## src/rtl/capture_sequencer_if.sv

```systemverilog
`default_nettype none
//============================================================================
// Module      : capture_sequencer_if
// Description : Command/config bus between the PS command path (already in
//               the adc_clk domain) and capture_sequencer.
//               master : command source (drives valid/op/config)
//               slave  : capture_sequencer (drives cmd_ready)
//   cmd_valid        command valid
//   cmd_ready        command ready
//   cmd_op           0=ARM 1=START 2=STOP 3=CLEAR
//   cfg_sample_limit sample limit, 0 = unlimited (latched on ARM)
//   cfg_timeout      capture timeout in cycles, 0 = disabled (latched on ARM)
// Revision    : 1.0 - initial release
//============================================================================
interface capture_sequencer_if #(
  parameter int COUNT_WIDTH = 32
);
  logic                   cmd_valid;
  logic                   cmd_ready;
  logic [1:0]             cmd_op;
  logic [COUNT_WIDTH-1:0] cfg_sample_limit;
  logic [COUNT_WIDTH-1:0] cfg_timeout;

  modport master (
    output cmd_valid,
    output cmd_op,
    output cfg_sample_limit,
    output cfg_timeout,
    input  cmd_ready
  );

  modport slave (
    input  cmd_valid,
    input  cmd_op,
    input  cfg_sample_limit,
    input  cfg_timeout,
    output cmd_ready
  );
endinterface
`default_nettype wire

```

## src/rtl/capture_sequencer.sv

```systemverilog
`default_nettype none
//============================================================================
// Module      : capture_sequencer
// Description : Sequences one acquisition through the receive chain:
//               IDLE -> CLEARING -> ARMED -> CAPTURE -> DRAIN -> DONE.
//               Pulses adc_reset_state into the discriminator and buffer,
//               gates buffer writes, counts qualified samples and trigger
//               events, and ends capture on limit, buffer full, timeout or
//               software stop.
// Ports       :
//   adc_clk, adc_reset      clock, synchronous active-high reset
//   cmd                     command/config bus (slave modport)
//   adc_valid_in            per-channel sample valid from discriminator
//   adc_timestamp_valid_in  per-channel trigger-event strobe
//   buffer_full             capture buffer has no free space
//   adc_reset_state         state reset to discriminator/buffer
//   capture_enable          buffer write enable gate
//   sw_trigger              one-cycle software trigger
//   buffer_stop             one-cycle end-of-capture strobe
//   done, state             state decodes
//   stop_reason             0 none, 1 limit, 2 full, 3 timeout, 4 sw stop
//   sample_count            valid samples this acquisition (saturating)
//   event_count             trigger events this acquisition (saturating)
// Revision    : 1.0 - initial release
//============================================================================
module capture_sequencer #(
  parameter int CHANNELS     = 8,
  parameter int RESET_CYCLES = 4,
  parameter int DRAIN_CYCLES = 72,
  parameter int COUNT_WIDTH  = 32
) (
  input  logic                   adc_clk,
  input  logic                   adc_reset,
  capture_sequencer_if.slave     cmd,
  input  logic [CHANNELS-1:0]    adc_valid_in,
  input  logic [CHANNELS-1:0]    adc_timestamp_valid_in,
  input  logic                   buffer_full,
  output logic                   adc_reset_state,
  output logic                   capture_enable,
  output logic                   sw_trigger,
  output logic                   buffer_stop,
  output logic                   done,
  output logic [2:0]             state,
  output logic [2:0]             stop_reason,
  output logic [COUNT_WIDTH-1:0] sample_count,
  output logic [COUNT_WIDTH-1:0] event_count
);

  typedef enum logic [2:0] {
    S_IDLE     = 3'd0,
    S_CLEARING = 3'd1,
    S_ARMED    = 3'd2,
    S_CAPTURE  = 3'd3,
    S_DRAIN    = 3'd4,
    S_DONE     = 3'd5
  } state_t;

  localparam logic [1:0] c_OP_ARM   = 2'd0;
  localparam logic [1:0] c_OP_START = 2'd1;
  localparam logic [1:0] c_OP_STOP  = 2'd2;
  localparam logic [1:0] c_OP_CLEAR = 2'd3;

  localparam logic [2:0] c_REASON_NONE    = 3'd0;
  localparam logic [2:0] c_REASON_LIMIT   = 3'd1;
  localparam logic [2:0] c_REASON_FULL    = 3'd2;
  localparam logic [2:0] c_REASON_TIMEOUT = 3'd3;
  localparam logic [2:0] c_REASON_SW      = 3'd4;

  localparam logic [COUNT_WIDTH-1:0] c_CLEAR_LAST = COUNT_WIDTH'(RESET_CYCLES - 1);
  localparam logic [COUNT_WIDTH-1:0] c_DRAIN_LAST = COUNT_WIDTH'(DRAIN_CYCLES - 1);

  function automatic logic [COUNT_WIDTH-1:0] popcount(input logic [CHANNELS-1:0] v);
    logic [COUNT_WIDTH-1:0] n;
    n = '0;
    for (int i = 0; i < CHANNELS; i++) begin
      n = n + COUNT_WIDTH'(v[i]);
    end
    return n;
  endfunction

  function automatic logic [COUNT_WIDTH-1:0] sat_add(input logic [COUNT_WIDTH-1:0] a,
                                                     input logic [COUNT_WIDTH-1:0] b);
    logic [COUNT_WIDTH:0] s;
    s = {1'b0, a} + {1'b0, b};
    return s[COUNT_WIDTH] ? '1 : s[COUNT_WIDTH-1:0];
  endfunction

  state_t                 r_state;
  state_t                 w_next;
  logic [2:0]             w_reason_next;

  logic [COUNT_WIDTH-1:0] r_timer;
  logic [COUNT_WIDTH-1:0] r_limit;
  logic [COUNT_WIDTH-1:0] r_timeout;
  logic [COUNT_WIDTH-1:0] r_sample_count;
  logic [COUNT_WIDTH-1:0] r_event_count;
  logic [2:0]             r_stop_reason;
  logic                   r_adc_reset_state;
  logic                   r_capture_enable;
  logic                   r_sw_trigger;
  logic                   r_buffer_stop;

  logic                   w_ready;
  logic                   w_accept;
  logic                   w_op_arm;
  logic                   w_op_start;
  logic                   w_op_stop;
  logic                   w_op_clear;
  logic                   w_counting;
  logic                   w_new_acq;
  logic [COUNT_WIDTH-1:0] w_sample_sum;
  logic [COUNT_WIDTH-1:0] w_event_sum;
  logic                   w_hit_limit;
  logic                   w_hit_timeout;

  // Commands are refused while the reset pulse or the drain wait is running,
  // so an ARM sent during DRAIN waits on the bus until DONE.
  assign w_ready    = !(r_state == S_CLEARING || r_state == S_DRAIN);
  assign w_accept   = cmd.cmd_valid && w_ready;
  assign w_op_arm   = w_accept && (cmd.cmd_op == c_OP_ARM);
  assign w_op_start = w_accept && (cmd.cmd_op == c_OP_START);
  assign w_op_stop  = w_accept && (cmd.cmd_op == c_OP_STOP);
  assign w_op_clear = w_accept && (cmd.cmd_op == c_OP_CLEAR);

  assign w_counting   = (r_state == S_ARMED) || (r_state == S_CAPTURE);
  assign w_new_acq    = (r_state == S_IDLE || r_state == S_DONE) && w_op_arm;
  assign w_sample_sum = sat_add(r_sample_count, popcount(adc_valid_in));
  assign w_event_sum  = sat_add(r_event_count, popcount(adc_timestamp_valid_in));

  // Limit uses the count including this cycle's samples, so capture ends on
  // the cycle that crosses the limit rather than one cycle late.
  assign w_hit_limit   = (r_limit != '0) && (w_sample_sum >= r_limit);
  assign w_hit_timeout = (r_timeout != '0) && (r_timer == r_timeout - COUNT_WIDTH'(1));

  always_ff @(posedge adc_clk) begin
    if (adc_reset) begin
      r_state <= S_IDLE;
    end else begin
      r_state <= w_next;
    end
  end

  always_comb begin
    w_next        = r_state;
    w_reason_next = r_stop_reason;
    case (r_state)
      S_IDLE: begin
        if (w_op_arm) w_next = S_CLEARING;
      end
      S_CLEARING: begin
        if (r_timer == c_CLEAR_LAST) w_next = S_ARMED;
      end
      S_ARMED: begin
        if (w_op_clear) begin
          w_next        = S_IDLE;
          w_reason_next = c_REASON_SW;
        end else if (w_op_stop) begin
          w_next        = S_DRAIN;
          w_reason_next = c_REASON_SW;
        end else if (|adc_timestamp_valid_in) begin
          w_next = S_CAPTURE;
        end
      end
      S_CAPTURE: begin
        // Priority: sw stop > buffer full > limit > timeout.
        if (w_op_clear) begin
          w_next        = S_IDLE;
          w_reason_next = c_REASON_SW;
        end else if (w_op_stop) begin
          w_next        = S_DRAIN;
          w_reason_next = c_REASON_SW;
        end else if (buffer_full) begin
          w_next        = S_DRAIN;
          w_reason_next = c_REASON_FULL;
        end else if (w_hit_limit) begin
          w_next        = S_DRAIN;
          w_reason_next = c_REASON_LIMIT;
        end else if (w_hit_timeout) begin
          w_next        = S_DRAIN;
          w_reason_next = c_REASON_TIMEOUT;
        end
      end
      S_DRAIN: begin
        if (r_timer == c_DRAIN_LAST) w_next = S_DONE;
      end
      S_DONE: begin
        if (w_op_arm) begin
          w_next = S_CLEARING;
        end else if (w_op_clear) begin
          w_next = S_IDLE;
        end
      end
      default: begin
        w_next = S_IDLE;
      end
    endcase
  end

  always_ff @(posedge adc_clk) begin
    if (adc_reset) begin
      r_timer           <= '0;
      r_limit           <= '0;
      r_timeout         <= '0;
      r_sample_count    <= '0;
      r_event_count     <= '0;
      r_stop_reason     <= c_REASON_NONE;
      r_adc_reset_state <= 1'b0;
      r_capture_enable  <= 1'b0;
      r_sw_trigger      <= 1'b0;
      r_buffer_stop     <= 1'b0;
    end else begin
      // One timer serves CLEARING, CAPTURE and DRAIN; it restarts at 0 on
      // every state change so each state sees its own cycle index.
      r_timer <= (w_next != r_state) ? '0 : r_timer + COUNT_WIDTH'(1);

      if (w_new_acq) begin
        r_limit        <= cmd.cfg_sample_limit;
        r_timeout      <= cmd.cfg_timeout;
        r_sample_count <= '0;
        r_event_count  <= '0;
        r_stop_reason  <= c_REASON_NONE;
      end else begin
        if (w_counting) begin
          r_sample_count <= w_sample_sum;
          r_event_count  <= w_event_sum;
        end
        r_stop_reason <= w_reason_next;
      end

      // Registered from the next state so each output lines up with the
      // state it belongs to.
      r_adc_reset_state <= (w_next == S_CLEARING);
      r_capture_enable  <= (w_next == S_ARMED) || (w_next == S_CAPTURE);
      r_sw_trigger      <= (r_state == S_ARMED) && w_op_start;
      r_buffer_stop     <= (r_state == S_DRAIN) && (w_next == S_DONE);
    end
  end

  assign cmd.cmd_ready    = w_ready;
  assign done             = (r_state == S_DONE);
  assign state            = r_state;
  assign stop_reason      = r_stop_reason;
  assign sample_count     = r_sample_count;
  assign event_count      = r_event_count;
  assign adc_reset_state  = r_adc_reset_state;
  assign capture_enable   = r_capture_enable;
  assign sw_trigger       = r_sw_trigger;
  assign buffer_stop      = r_buffer_stop;

endmodule
`default_nettype wire

```

## src/flat_wrapper.sv

```systemverilog
// flat-port wrapper written by rule: the top's interface ports become plain ports
module capture_sequencer_flat 
#(
  parameter int CHANNELS     = 8,
  parameter int RESET_CYCLES = 4,
  parameter int DRAIN_CYCLES = 72,
  parameter int COUNT_WIDTH  = 32
)
  (adc_clk, adc_reset, adc_valid_in, adc_timestamp_valid_in, buffer_full, adc_reset_state, capture_enable, sw_trigger, buffer_stop, done, state, stop_reason, sample_count, event_count, cmd_cmd_valid, cmd_cmd_op, cmd_cfg_sample_limit, cmd_cfg_timeout, cmd_cmd_ready);
  capture_sequencer_if #(.COUNT_WIDTH(COUNT_WIDTH)) cmd_i ();
  input  logic adc_clk;
  input  logic adc_reset;
  input  logic [CHANNELS-1:0] adc_valid_in;
  input  logic [CHANNELS-1:0] adc_timestamp_valid_in;
  input  logic buffer_full;
  output logic adc_reset_state;
  output logic capture_enable;
  output logic sw_trigger;
  output logic buffer_stop;
  output logic done;
  output logic [2:0] state;
  output logic [2:0] stop_reason;
  output logic [COUNT_WIDTH-1:0] sample_count;
  output logic [COUNT_WIDTH-1:0] event_count;
  input wire logic [$bits(cmd_i.cmd_valid)-1:0] cmd_cmd_valid;
  input wire logic [$bits(cmd_i.cmd_op)-1:0] cmd_cmd_op;
  input wire logic [$bits(cmd_i.cfg_sample_limit)-1:0] cmd_cfg_sample_limit;
  input wire logic [$bits(cmd_i.cfg_timeout)-1:0] cmd_cfg_timeout;
  output wire logic [$bits(cmd_i.cmd_ready)-1:0] cmd_cmd_ready;
  assign cmd_i.cmd_valid = cmd_cmd_valid;
  assign cmd_i.cmd_op = cmd_cmd_op;
  assign cmd_i.cfg_sample_limit = cmd_cfg_sample_limit;
  assign cmd_i.cfg_timeout = cmd_cfg_timeout;
  assign cmd_cmd_ready = cmd_i.cmd_ready;
  capture_sequencer #(.CHANNELS(CHANNELS), .RESET_CYCLES(RESET_CYCLES), .DRAIN_CYCLES(DRAIN_CYCLES), .COUNT_WIDTH(COUNT_WIDTH)) u_core (.adc_clk(adc_clk), .adc_reset(adc_reset), .cmd(cmd_i), .adc_valid_in(adc_valid_in), .adc_timestamp_valid_in(adc_timestamp_valid_in), .buffer_full(buffer_full), .adc_reset_state(adc_reset_state), .capture_enable(capture_enable), .sw_trigger(sw_trigger), .buffer_stop(buffer_stop), .done(done), .state(state), .stop_reason(stop_reason), .sample_count(sample_count), .event_count(event_count));
endmodule
```

## config.mk

```make
export PLATFORM = sky130hd
export DESIGN_NAME = capture_sequencer_flat
export DESIGN_NICKNAME = d
export VERILOG_FILES = /design/src/rtl/capture_sequencer_if.sv /design/src/rtl/capture_sequencer.sv /design/src/flat_wrapper.sv
export SDC_FILE = /design/constraint.sdc
export NUM_CORES = 1
export LEC_CHECK = 0
export BUFFER_PORTS_ARGS = -buffer_cell sky130_fd_sc_hd__buf_4
export CELL_PAD_IN_SITES_DETAIL_PLACEMENT = 1
export CELL_PAD_IN_SITES_GLOBAL_PLACEMENT = 2
export CORE_ASPECT_RATIO = 1.2
export CORE_UTILIZATION = 34
export CTS_BUF_LIST = sky130_fd_sc_hd__clkbuf_8 sky130_fd_sc_hd__clkbuf_16
export DETAILED_ROUTE_END_ITERATION = 7
export PLACE_DENSITY_LB_ADDON = 0.08
export SLEW_MARGIN = 15
export SYNTH_ARGS = -nofsm -noshare
export SYNTH_HDL_FRONTEND = slang
export SYNTH_SLANG_ARGS = --single-unit
```

## constraint.sdc

```tcl
create_clock -name adc_clk -period 8.42 [get_ports adc_clk]
set_input_delay 0.421 -clock adc_clk [delete_from_list [all_inputs] [get_ports adc_clk]]
set_output_delay 0.421 -clock adc_clk [all_outputs]
set_load 0.05 [all_outputs]
```

==> qor.yml <==
floorplanning:
  start_util_pct: 34.9
  die_y_microns: 196
  core_sq_mm: 0.0307
  die_w_microns: 164
  die-area_sq_mm: 0.0322
  placementRows: 70
  io_pins: 162
clock_network:
  cts_sinks: 170
  holdBufCountCts: 0
  clkTransAtPathRegs_ns: 0.07
  clkLatencyLatePin_ns: 0.45
  clk_path_buf_depth: 2
  cts_buffers: 17
  cts_setup_buffers: 0
  cts-resized-gates: 0
  htree_levels: 4
  cts_tree: "done"
  cts_root_buf: "clkbuf_16"
setup_path:
  worstPathMaxFanout: 36
  crit_path_start_kind: "primary input"
  timing.rr.end: "u_core.r_timer[10]$_SDFF_PP0_"
  path_class: "in2reg"
  regToRegSetupSlack_ns: 3.06
  endpoint_kind: "register"
  cp.required_ns: 8.73
  cp_data_arrival_time_ns: 7.41
  timing.rr.start: "u_core.sample_count[0]$_SDFFE_PP0P_"
  r2r_cells: 18
power_and_ir_drop:
  power_density_mw_per_mm2: 151
  p_int_mw: 1.37
  switchingPower_uw: 558
  ir_drop_mv: 0.116
  p_leak_nw: 5.17
  seq_power_share_pct: 43.4
  swShare_pct: 29.0
  clkPwrFrac_pct: 39.8
  combPwrFrac_pct: 16.7
  power.total_mw: 1.93
placed_design:
  io_buffers: 161
  dpl-instance-area_sq_mm: 0.0122
  numPlacedInstances: 1863
  pre_cts_slack_ns: 0.860
  place_congestion: 0.830
  hpwlAfterDp_microns: 26300
final_layout:
  layout.cells.most_common: "nand2_1"
  stdcell_count: 1895
  finalInstanceArea_sq_mm: 0.0128
  multiInputGateArea_sq_mm: 0.00671
  nets: 1631
  drive_gt1_share_pct: 16.7
  area_delta_synth_final_pct: 19.0
  n_fill_cell: 3773
  finish.utilization_pct: 41.5
  seqCellArea_sq_mm: 0.00340
  n_antenna_cell: 0
  mostFrequentLayoutCells: "nand2_1 (247), buf_4 (170), dfxtp_1 (170)"
synthesis:
  synth-async-reset-ratio_pct: 0
  synth_edf_count: 0
  synth_warnings: 0
  ys_seq_area_share_pct: 31.8
  dominantRegCellSynth: "dfxtp_1"
  ys_ff_latch: 170
  syn_nets: 1514
  netlist_area_sq_mm: 0.0107
  synth_cell_type_count: 78
  syn_inst: 1369
  synth_area_per_cell_sq_um: 7.83
outcome:
  status: "completed"
timing:
  fin_ws_ns: 1.32
  post-route-min-period_ns: 7.10
  timing.fmax_mhz: 141
  final_max_slew_viol_count: 0
  rsz0062_at_grt: "false"
  maxSlewHeadroom_pct: 42.1
  setup_violations: 0
  final-hold-violation-count: 0
  fin_crit_sh_pct: 84.4
  hold_slack_ns: 0.219
  fin_skew_ns: 0.0141
  tightest_slew_ns: 0.869
  final.setup.tns_ns: 0
global_routing:
  overflow: 0
  grt_use_total_pct: 21.8
  grt_pass1_vias: 10308
  grt_first_pass_wirelength_microns: 54500
  antenna_found_initial: 0
  grt_max_degree: 73
hold_path:
  hold_path_class: "in2reg"
  whs_path_depth: 3
  holdPathEnd: "u_core.r_timeout[23]$_SDFFE_PP0P_"
  hold_path_startpoint: "cmd_cfg_timeout[23]"
route:
  viasPerCell: 5.34
  drt_pass1_iterations: 6
  drc_errors: 0
  routedWlPerCell_microns: 18.1
  ant_nets: 0
  vias: 10112
  routed_wl_microns: 34200
  first_iter_violations: 422
flow_run:
  drv_cap: 0
per-layer routing:
metal	wire length, microns	global-route usage (%)	vias to the layer above
met2	18500	41.8	159
li1	-	-	5017
met1	13600	23.6	4882
met4	1100	8.85	0
met3	997	2.99	54
met5	0	0	-
kinds of logic (layout without fill, tap and decap cells):
| kind of cell | after synthesis | after routing | share of synthesized area, % |
|---|---|---|---|
| and+or+nand+nor | 565 | 565 | 26.6 |
| AOI/OAI and AO/OA | 302 | 302 | 17.9 |
| DFF | 170 | 170 | 31.8 |
| buffers and inverters | 148 | 278 | 5.90 |
| xor gates and xnor gates | 119 | 119 | 9.73 |
| adders and majority gates | 59 | 59 | 7.59 |
| muxes | 6 | 6 | 0.596 |
final cells by class:
| cell class | instances | share of cell area [%] |
|---|---|---|
| Clock buffer | 18 | 3.44 |
| Multi-Input combinational cell | 1051 | 52.6 |
| Timing Repair Buffer | 171 | 10.2 |
| Sequential cell | 170 | 26.7 |
| Clock inverter | 14 | 0.971 |
| Inverter | 75 | 2.21 |
| Tap cell | 396 | 3.89 |
sequential cells by signal, summed over array words and instances, names as in the netlist:
name                    count
u_core.event_count         32
u_core.stop_reason          3
u_core.sw_trigger           1
u_core.sample_count        32
u_core.buffer_stop          1
u_core.capture_enable       1
u_core.state                3
u_core.adc_reset_state      1
u_core.r_timeout           32
u_core.r_timer             32
u_core.r_limit             32
cell usage after synthesis (all sizes together), types with 5 or more instances:
library cell | instances | area [sq um]
nand2 | 247 | 927
dfxtp | 170 | 3400
a21oi | 163 | 865
xnor2 | 80 | 701
inv | 75 | 282
nor2 | 68 | 258
clkbuf | 52 | 196
ha | 49 | 613
nand3 | 42 | 215
nor3 | 40 | 226
xor2 | 39 | 342
o21ai | 30 | 154
nor4 | 29 | 239
and3 | 27 | 169
nand4 | 25 | 156
buf | 21 | 154
a311oi | 16 | 140
and4 | 15 | 131
a211oi | 12 | 90.1
and2 | 12 | 75.1
nand2b | 11 | 68.8
a21o | 10 | 75.1
fa | 10 | 200
nor2b | 10 | 62.6
a211o | 9 | 78.8
a31oi | 9 | 56.3
o21a | 9 | 67.6
or3 | 9 | 56.3
or4 | 7 | 52.6
a2111oi | 5 | 50.0
o211ai | 5 | 37.5
or2 | 5 | 31.3
power groups by stage:
stage / Clock (mW) / Sequential (mW) / Combinational, mW
global placement: 0 / 0.855 / 0.320
floorplan: 0 / 0.850 / 0.222
detailed placement: 0 / 0.855 / 0.327
global route: 0.821 / 0.839 / 0.364
finish: 0.767 / 0.836 / 0.322
CTS: 0.791 / 0.837 / 0.329
worst max-delay path, cell delays in order:
cell and delay [ns]:
buf_4 0.11, ha_1 0.26, inv_1 0.04, fa_1 0.49, fa_1 0.42, fa_1 0.42
fa_1 0.39, xnor2_1 0.14, ha_1 0.32, a21oi_1 0.07, o21bai_1 0.45, and4_1 0.44
nand3b_2 0.18, or2_2 0.58, nand2_1 0.17, ha_1 0.16, nand4_1 0.15, or4_1 0.54
o22ai_1 0.15, o21ai_0 0.13, a21oi_1 0.40, or3_1 0.18, a21o_1 0.41, buf_12 0.25
a21oi_1 0.09
worst max path at each step:
| stage | from | end | slack, ns | cells past startpoint |
|---|---|---|---|---|
| 6_report | adc_valid_in[0] | u_core.r_timer[10]$_SDFF_PP0_ | 1.32 | 25 |
| 5_1_grt | adc_valid_in[0] | u_core.r_timer[15]$_SDFF_PP0_ | 0.82 | 24 |
| 4_1_cts | adc_valid_in[0] | u_core.r_timer[10]$_SDFF_PP0_ | 1.30 | 25 |
| 3_5_place_dp | adc_valid_in[0] | u_core.r_timer[23]$_SDFF_PP0_ | 0.86 | 25 |
| 3_3_place_gp | adc_valid_in[0] | u_core.r_timer[24]$_SDFF_PP0_ | 1.01 | 25 |
| 2_1_floorplan | adc_valid_in[0] | u_core.capture_enable$_SDFF_PP0_ | 1.85 | 28 |
Power figures use the tool's default switching activity.
